## src/rtl/umi_xform_pkg.sv

```systemverilog
// UMI packet transform shared types.
// Mode encoding and the per-word transform helper.
package umi_xform_pkg;

    typedef enum logic [1:0] {
        MODE_PASS = 2'd0,
        MODE_ADD  = 2'd1,
        MODE_SUB  = 2'd2,
        MODE_DROP = 2'd3
    } mode_t;

    // Widest lane the helper supports; callers size-cast in and out.
    localparam int XW = 64;

    function automatic logic [XW-1:0] xform_word(
        input mode_t          m,
        input logic [XW-1:0]  w,
        input logic [XW-1:0]  incr
    );
        logic [XW-1:0] r;
        r = w;
        case (m)
            MODE_ADD: r = w + incr;
            MODE_SUB: r = w - incr;
            default:  r = w;
        endcase
        return r;
    endfunction

endpackage

```

## src/rtl/umi_xform_fifo.sv

```systemverilog
// Synchronous FIFO with registered storage and occupancy count.
// Full/empty come from the level, pointers wrap modulo DEPTH.
module umi_xform_fifo #(
    parameter int W     = 256,
    parameter int DEPTH = 4
) (
    input  logic                     clk,
    input  logic                     nreset,
    input  logic                     push,
    input  logic [W-1:0]             din,
    input  logic                     pop,
    output logic [W-1:0]             dout,
    output logic                     full,
    output logic                     empty,
    output logic [$clog2(DEPTH):0]   level
);

    localparam int AW = $clog2(DEPTH);
    localparam int LW = AW + 1;

    logic [W-1:0]  mem [DEPTH];
    logic [AW-1:0] wr_ptr;
    logic [AW-1:0] rd_ptr;
    logic          do_push;
    logic          do_pop;

    assign full    = (level == LW'(DEPTH));
    assign empty   = (level == '0);
    assign do_push = push && !full;
    assign do_pop  = pop && !empty;
    assign dout    = mem[rd_ptr];

    // Storage write; cleared on reset so the head reads zero.
    always_ff @(posedge clk or negedge nreset) begin
        if (!nreset) begin
            for (int k = 0; k < DEPTH; k++) begin
                mem[k] <= '0;
            end
        end else if (do_push) begin
            mem[wr_ptr] <= din;
        end
    end

    // Pointer and occupancy tracking.
    always_ff @(posedge clk or negedge nreset) begin
        if (!nreset) begin
            wr_ptr <= '0;
            rd_ptr <= '0;
            level  <= '0;
        end else begin
            if (do_push) begin
                wr_ptr <= wr_ptr + AW'(1);
            end
            if (do_pop) begin
                rd_ptr <= rd_ptr + AW'(1);
            end
            if (do_push && !do_pop) begin
                level <= level + LW'(1);
            end else if (do_pop && !do_push) begin
                level <= level - LW'(1);
            end
        end
    end

endmodule

```

## src/rtl/umi_packet_xform.sv

```systemverilog
// UMI packet transform stage: per-lane PASS/ADD/SUB/DROP,
// FIFO-buffered output and packet counters.
module umi_packet_xform
    import umi_xform_pkg::*;
#(
    parameter int          PW    = 256,
    parameter int          WW    = 32,
    parameter int          DEPTH = 4,
    parameter int unsigned INCR  = 1,
    parameter int          CW    = 32
) (
    input  logic                    clk,
    input  logic                    nreset,
    input  logic [1:0]              mode,
    input  logic [PW-1:0]           in_packet,
    input  logic                    in_valid,
    output logic                    in_ready,
    output logic [PW-1:0]           out_packet,
    output logic                    out_valid,
    input  logic                    out_ready,
    output logic [CW-1:0]           in_count,
    output logic [CW-1:0]           out_count,
    output logic [CW-1:0]           drop_count,
    output logic [$clog2(DEPTH):0]  level
);

    localparam int NW = PW / WW;

    mode_t         m;
    logic [PW-1:0] xf;
    logic          rdy_q;
    logic          full;
    logic          empty;
    logic          acc;
    logic          push;
    logic          pop;

    assign m = mode_t'(mode);

    for (genvar i = 0; i < NW; i++) begin : g_lane
        assign xf[i*WW +: WW] = WW'(xform_word(
            m, XW'(in_packet[i*WW +: WW]), XW'(INCR)));
    end

    assign in_ready  = rdy_q && !full;
    assign out_valid = !empty;
    assign acc       = in_valid && in_ready;
    assign push      = acc && (m != MODE_DROP);
    assign pop       = out_valid && out_ready;

    // Input ready comes up on the first edge after reset release.
    always_ff @(posedge clk or negedge nreset) begin
        if (!nreset) begin
            rdy_q <= 1'b0;
        end else begin
            rdy_q <= 1'b1;
        end
    end

    // Free-running wrap-around packet counters.
    always_ff @(posedge clk or negedge nreset) begin
        if (!nreset) begin
            in_count   <= '0;
            out_count  <= '0;
            drop_count <= '0;
        end else begin
            if (acc) begin
                in_count <= in_count + CW'(1);
            end
            if (pop) begin
                out_count <= out_count + CW'(1);
            end
            if (acc && (m == MODE_DROP)) begin
                drop_count <= drop_count + CW'(1);
            end
        end
    end

    umi_xform_fifo #(
        .W     (PW),
        .DEPTH (DEPTH)
    ) u_fifo (
        .clk    (clk),
        .nreset (nreset),
        .push   (push),
        .din    (xf),
        .pop    (pop),
        .dout   (out_packet),
        .full   (full),
        .empty  (empty),
        .level  (level)
    );

endmodule
```

## config.mk

```make
export PLATFORM = sky130hd
export DESIGN_NAME = umi_packet_xform
export DESIGN_NICKNAME = d
export VERILOG_FILES = /design/src/rtl/umi_xform_pkg.sv /design/src/rtl/umi_xform_fifo.sv /design/src/rtl/umi_packet_xform.sv
export SDC_FILE = /design/constraint.sdc
export NUM_CORES = 2
export LEC_CHECK = 0
export CAP_MARGIN = 30
export CORE_AREA = 2 2 349 351
export CTS_CLUSTER_DIAMETER = 120
export DETAILED_ROUTE_END_ITERATION = 10
export DIE_AREA = 0 0 351 353
export PLACE_DENSITY = 0.74
export SLEW_MARGIN = 20
export SYNTH_ARGS = -nofsm -noshare
export SYNTH_HDL_FRONTEND = slang
export SYNTH_SLANG_ARGS = --single-unit
```

## constraint.sdc

```tcl
create_clock -name clk -period 4.8 [get_ports clk]
set_clock_uncertainty 0.05 [all_clocks]
set_input_delay 1.2 -clock clk [delete_from_list [all_inputs] [get_ports clk]]
set_output_delay 1.2 -clock clk [all_outputs]
set_load 0.01 [all_outputs]
```

Yosys cells after proc, flatten, opt, wreduce, memory -nomap -nowiden --
Cells that the tools add are included.
Cells by class: shifts and indexed selects 0, bitwise operators 2, div/mod/pow operators 0, multiplexer cells 16, reduce and logical (&&, ||, !) cells 16, add/sub/neg operators 23, $mul 0, eq/ne operators 5, magnitude comparators 3
Operator list (number):
- $bwmux 1024 | 1
- $mux 256 | 3
- $bmux 256 s2 | 1
- $demux 256 s2 | 1
- $pmux 32 s2 | 8
- $add 32x1->32 const B | 11
- $sub 32x1->32 const B | 8
- $logic_and 1x1->1 | 10
- $ge 3x3->1 const B | 2
- $mux 3 | 2
- $not 2->3 | 2
- $add 2x1->2 const B | 2
- $eq 2x2->1 const B | 2
- $logic_not 1->1 | 4
- $add 3x1->3 const B | 1
- $eq 3x3->1 const B | 1
- $logic_not 3->1 | 1
- $lt 3x1->1 const B | 1
- $sub 3x1->3 const B | 1
- $eq 2x1->1 const B | 1
- $ne 2x2->1 const B | 1
- $reduce_bool 2->1 | 1
Word-level totals: input bits 262, logic and storage cells 76, memories 0, bits in latches 0, flip-flop bits (word level) 1128, memory bits (read-only) 0, memory bits (writable) 0, output and inout bits 357

Logic depth before layout (Yosys ltp) --
depth in word-level cells 10, mapped depth 24, mapped depth without buffers 13

Cells and area by module --
A second synthesis with hierarchy kept.
Second synthesis, totals: cells, all modules 6035, area total of the unflattened synthesis 68174.1 um2
By module, submodules not included:
- umi_xform_fifo | area each 44839.3 um2, sequential area each 25799.7 um2, cells each 2512, instances 1
- umi_packet_xform | area each 23334.9 um2, sequential area each 2427.3 um2, cells each 3523, instances 1

Worst setup path after synthesis --
OpenSTA, ideal clock, no wires.
kind input-to-reg, start input mode[0], end register u_fifo.mem[124] (netlist bit), required time 4.625 ns, path buffers 11, arrival 5.936 ns, path slack -1.311 ns, stages on the path 24, library setup time 0.125 ns, cell sequence inv_1 ha_1 buf_4 buf_4 buf_2 buf_4 buf_4 buf_2 buf_4 buf_2 buf_2 buf_2 buf_2 xor2_1 ha_1 or3b_2 a21oi_1 o21ai_0 a211o_1 a2111oi_2 nor3_1 or3b_1 xnor2_1 mux2_2
Between the ends: longest elaborated chain between the ends 3, elaborated cells between the ends (all ways) 7, those cells by class 3 x eq/ne; 2 x mux; 2 x reduce/logical
Ends and longest elaborated chain:
- from (decl) | RTL line umi_packet_xform.sv:14 | input logic [1:0] mode,
- $eq 2x2->1, or another cell as far along | RTL line umi_xform_pkg.sv:22 | case (m)
- $pmux 32 s2 / $logic_and 1x1->1 (equally long branches) | RTL line umi_xform_pkg.sv:22, umi_packet_xform.sv:48
- $bwmux 1024 / $logic_and 1x1->1 (equally long branches) | RTL line umi_xform_fifo.sv:40, umi_xform_fifo.sv:29
- to (signal, indexed assignment) | RTL line umi_xform_fifo.sv:40 | mem[wr_ptr] <= din;
- to (decl) | RTL line umi_xform_fifo.sv:21 | logic [W-1:0] mem [DEPTH];
Parallel ways exist; a longest one is shown, timed or not. A chain may end at the register's enable or synchronous reset.

Worst setup path after layout --
start register u_fifo.rd_ptr[0], end output out_packet[24]
Between the ends: longest elaborated chain between the ends 4
Ends and longest elaborated chain:
- from (decl) | RTL line umi_xform_fifo.sv:23 | logic [AW-1:0] rd_ptr;
- from (signal assigned) | RTL line umi_xform_fifo.sv:55 | rd_ptr <= rd_ptr + AW'(1);
- $not 2->3 (not written as such) | RTL line umi_xform_fifo.sv:31 | assign dout = mem[rd_ptr];
- $bmux 256 s2 | RTL line umi_xform_fifo.sv:31
- $mux 256 (not written as such) (2 in series) | RTL line umi_xform_fifo.sv:31
- to (decl) | RTL line umi_packet_xform.sv:18 | output logic [PW-1:0] out_packet,
No other way between the ends. The select of a mux whose other input is x is not followed.

==> impl_metrics.env <==
export IMPL_fp_dieArea_um2=123900
export IMPL_rsz0062_at_grt="false"
export IMPL_place_ws_ns=-0.2827
export IMPL_startpoint_type="flop"
export IMPL_synthCells=7008
export IMPL_grt_overflow=0
export IMPL_ir_worst_vdd_mv=0.4913
export IMPL_clock_tree_buffer_depth=3
export IMPL_wirelength_um=215700
export IMPL_cellLeakagePower_nw=33.35
export IMPL_place_detailed_instances=9073
export IMPL_number_of_global_route_vias_before_repair=55140
export IMPL_h_tree_depth=3
export IMPL_route_detailed_drc=0
export IMPL_dp_final_hpwl_um=154300
export IMPL_critPathKind="flop to output pin"
export IMPL_die_span_in_y_um=353
export IMPL_ys_seq_elements=1128
export IMPL_cellPowerDensity_nw_per_um2=559.6
export IMPL_report_power_total_mw=45.09
export IMPL_cts_setup_buffers=0
export IMPL_timing_critical_path_cells="buf_12, buf_4, mux4_2, clkdlybuf4s50_1"
export IMPL_count_of_different_cell_masters_after_synthesis=91
export IMPL_detail_route_vias_per_cell=6.164
export IMPL_clk_insertion_delay_late_ns=0.73
export IMPL_floorplan_initialDensity=0.5459
export IMPL_ratio_of_cells_with_drive_above_1_in_the_final_layout=0.1664
export IMPL_floorplan_io_pins=619
export IMPL_fin_nets=7851
export IMPL_finish_cell_count_without_fillers=9340
export IMPL_hold_viol_final=0
export IMPL_cts_sinks=1128
export IMPL_outcome="completed"
export IMPL_place_gp_congestion=0.9671
export IMPL_area_growth_syn_to_layout_pct=22.38
export IMPL_max_slew_headroom=0.4767
export IMPL_grt_max_degree=154
export IMPL_initial_antenna_violation_count=75
export IMPL_endpoint_kind="output pin"
export IMPL_clk_root_buffer_cell="clkbuf_16"
export IMPL_cp_max_fo=21
export IMPL_worst_setup_hold_path_clk_slew_ns=0.06
export IMPL_timing_max_transition_violations_final=0
export IMPL_synth_area_per_cell_um2=9.395
export IMPL_synth_nets=7290
export IMPL_final_antenna_net_count=0
export IMPL_hp_class="primary input to asynchronous set/reset pin"
export IMPL_routed_via_count=57570
export IMPL_yosys_warning_total=0
export IMPL_detailedRoute_firstIterationViolations=6043
export IMPL_cap_viol_max_count=0
export IMPL_setup_viol_count_final=0
export IMPL_synth_flop_cell="dfrtp_1"
export IMPL_timing_worst_slew_pin_value_ns=0.7849
export IMPL_period_share=0.9427
export IMPL_synth_yosys_seq_area_share=0.4287
export IMPL_tns_ns=0
export IMPL_critical_path_cell_with_the_highest_stage_delay="dfrtp_4"
export IMPL_worstPathArrival_ns=3.27
export IMPL_tritoncts="done"
export IMPL_fmax_ghz=0.2210
export IMPL_synth_enable_flop_cells=0
export IMPL_cts_made_buffers=118
export IMPL_drt_pre_antenna_iters=8
export IMPL_buffer_ports_inserted=618
export IMPL_post_cts_hold_buffer_count=0
export IMPL_critical_path_required_ns=3.55
export IMPL_period_needed_ns=4.525
export IMPL_grt_pass1_wl_um=329600
export IMPL_die_x_um=351
export IMPL_netlist_area_um2=65840
export IMPL_worst_slack_ns=0.2750
export IMPL_r2r_worst_path_cells=8
export IMPL_wire_per_inst_um=23.09
export IMPL_slowest_stage_delay_on_critical_path_ns=0.80
export IMPL_grtUsageTotal=0.3422
export IMPL_coreArea_um2=120600
export IMPL_asyncSetResetFlopFracSynth=1.000
export IMPL_cts_resized=0
export IMPL_placement_rows=128
area by class of cell:
class                           instances  area (um2)
Fill cell                            9390       40020
Multi-Input combinational cell       5164       35300
Sequential cell                      1128       28230
Timing Repair Buffer                 1091       10590
Clock buffer                          175        3508
Tap cell                             1625        2033
Clock inverter                         42       515.5
Inverter                               66       270.3
Antenna cell                           49       122.6
per-layer routing:
metal	part of all wire	routed length, um	track usage	vias up
li1	-	-	-	26220
met1	0.40	86220	0.4533	28440
met2	0.46	100300	0.5342	2333
met3	0.088	19080	0.08833	515
met4	0.045	9660	0.1459	66
met5	0.0021	443	0	-
registers in the layout, indices dropped and copies added, names as in the netlist:
signal         flops
u_fifo.wr_ptr      2
rdy_q              1
u_fifo.rd_ptr      2
drop_count        32
in_count          32
out_count         32
u_fifo.level       3
u_fifo.mem      1024
through the flow:
step	cell area, um2	util	hold WS [ns]
2_1_floorplan	66360	-	0.3905
6_report	80570	0.6681	0.3019
4_1_cts	80420	0.6669	0.4236
5_1_grt	80530	0.6678	0.2885
3_5_place_dp	76400	0.6335	0.4082
3_3_place_gp	76400	0.6335	0.4030
logic make-up (layout without fill, tap and decap cells):
logic type / Yosys count / after routing / synth area share
simple gates: 2283 / 2283 / 0.1565
compound gates: 1856 / 1856 / 0.1711
flops: 1128 / 1128 / 0.4287
buf+inv: 716 / 1374 / 0.04316
mux: 522 / 522 / 0.1324
xor+xnor: 482 / 482 / 0.06412
fa+ha+maj: 20 / 20 / 0.003915
other cells: 1 / 50 / 0.00005696
worst paths after layout:
| kind | slack (ns) | from | endpoint |
|---|---|---|---|
| setup / recovery | 0.28 | u_fifo.rd_ptr[0] | out_packet[24] |
| hold / removal | 0.30 | nreset | out_count[6] |
| setup reg to reg | 1.72 | u_fifo.level[0] | u_fifo.mem[526] |
| hold reg to reg | 0.42 | drop_count[31] | drop_count[31] |
| max in group asynchronous | 2.99 | nreset | u_fifo.mem[748] |
| min in group clk | 0.42 | drop_count[31] | drop_count[31] |
layout by cell type, fill, tap and decap left out, types with 42 or more instances in the layout:
| cell type | count |
|---|---|
| nor3_1 | 155 |
| nand3_1 | 121 |
| a31oi_1 | 42 |
| buf_12 | 66 |
| buf_4 | 406 |
| dfrtp_1 | 1126 |
| and3_1 | 43 |
| clkdlybuf4s50_1 | 617 |
| o21ai_0 | 980 |
| inv_1 | 62 |
| xnor2_1 | 393 |
| o31a_1 | 61 |
| nand2_1 | 1096 |
| o211ai_1 | 53 |
| mux2_2 | 196 |
| nor2_1 | 477 |
| o22ai_1 | 53 |
| a211oi_1 | 76 |
| mux4_2 | 256 |
| a21oi_1 | 186 |
| diode_2 | 49 |
| clkbuf_16 | 119 |
| or3_1 | 74 |
| xor2_1 | 86 |
critical path, delay by kind of cell (launching register included):
kind | cells | cell delay, ns
buf+inv | 3 | 1.12
flops | 1 | 0.80
mux | 1 | 0.60
synth_stat cells, types with 37 or more instances:
cell / count / share of area
dfrtp_1: 1128 / 0.43
nand2_1: 1102 / 0.063
o21ai_0: 1013 / 0.077
nor2_1: 481 / 0.027
clkbuf_1: 478 / 0.027
xnor2_1: 396 / 0.053
mux4_2: 256 / 0.088
mux2_2: 230 / 0.039
a21oi_1: 194 / 0.015
nor3_1: 158 / 0.012
nand3_1: 121 / 0.0092
xor2_1: 86 / 0.011
buf_2: 81 / 0.0062
buf_1: 78 / 0.0044
a211oi_1: 77 / 0.0088
or3_1: 74 / 0.0070
inv_1: 65 / 0.0037
o31a_1: 61 / 0.0081
o22ai_1: 54 / 0.0051
o211ai_1: 53 / 0.0060
a31oi_1: 43 / 0.0041
and3_1: 43 / 0.0041
o31ai_1: 38 / 0.0043
nor3b_1: 37 / 0.0042
report_power, final:
part / internal, mW / leakage [nW] / switching (mW)
clock: 5.48 / 1.99 / 3.98
combinational: 10.2 / 17.2 / 9.21
sequential: 13.8 / 14.2 / 2.43
total: 29.5 / 33.4 / 15.6
Power figures use the tool's default switching activity.
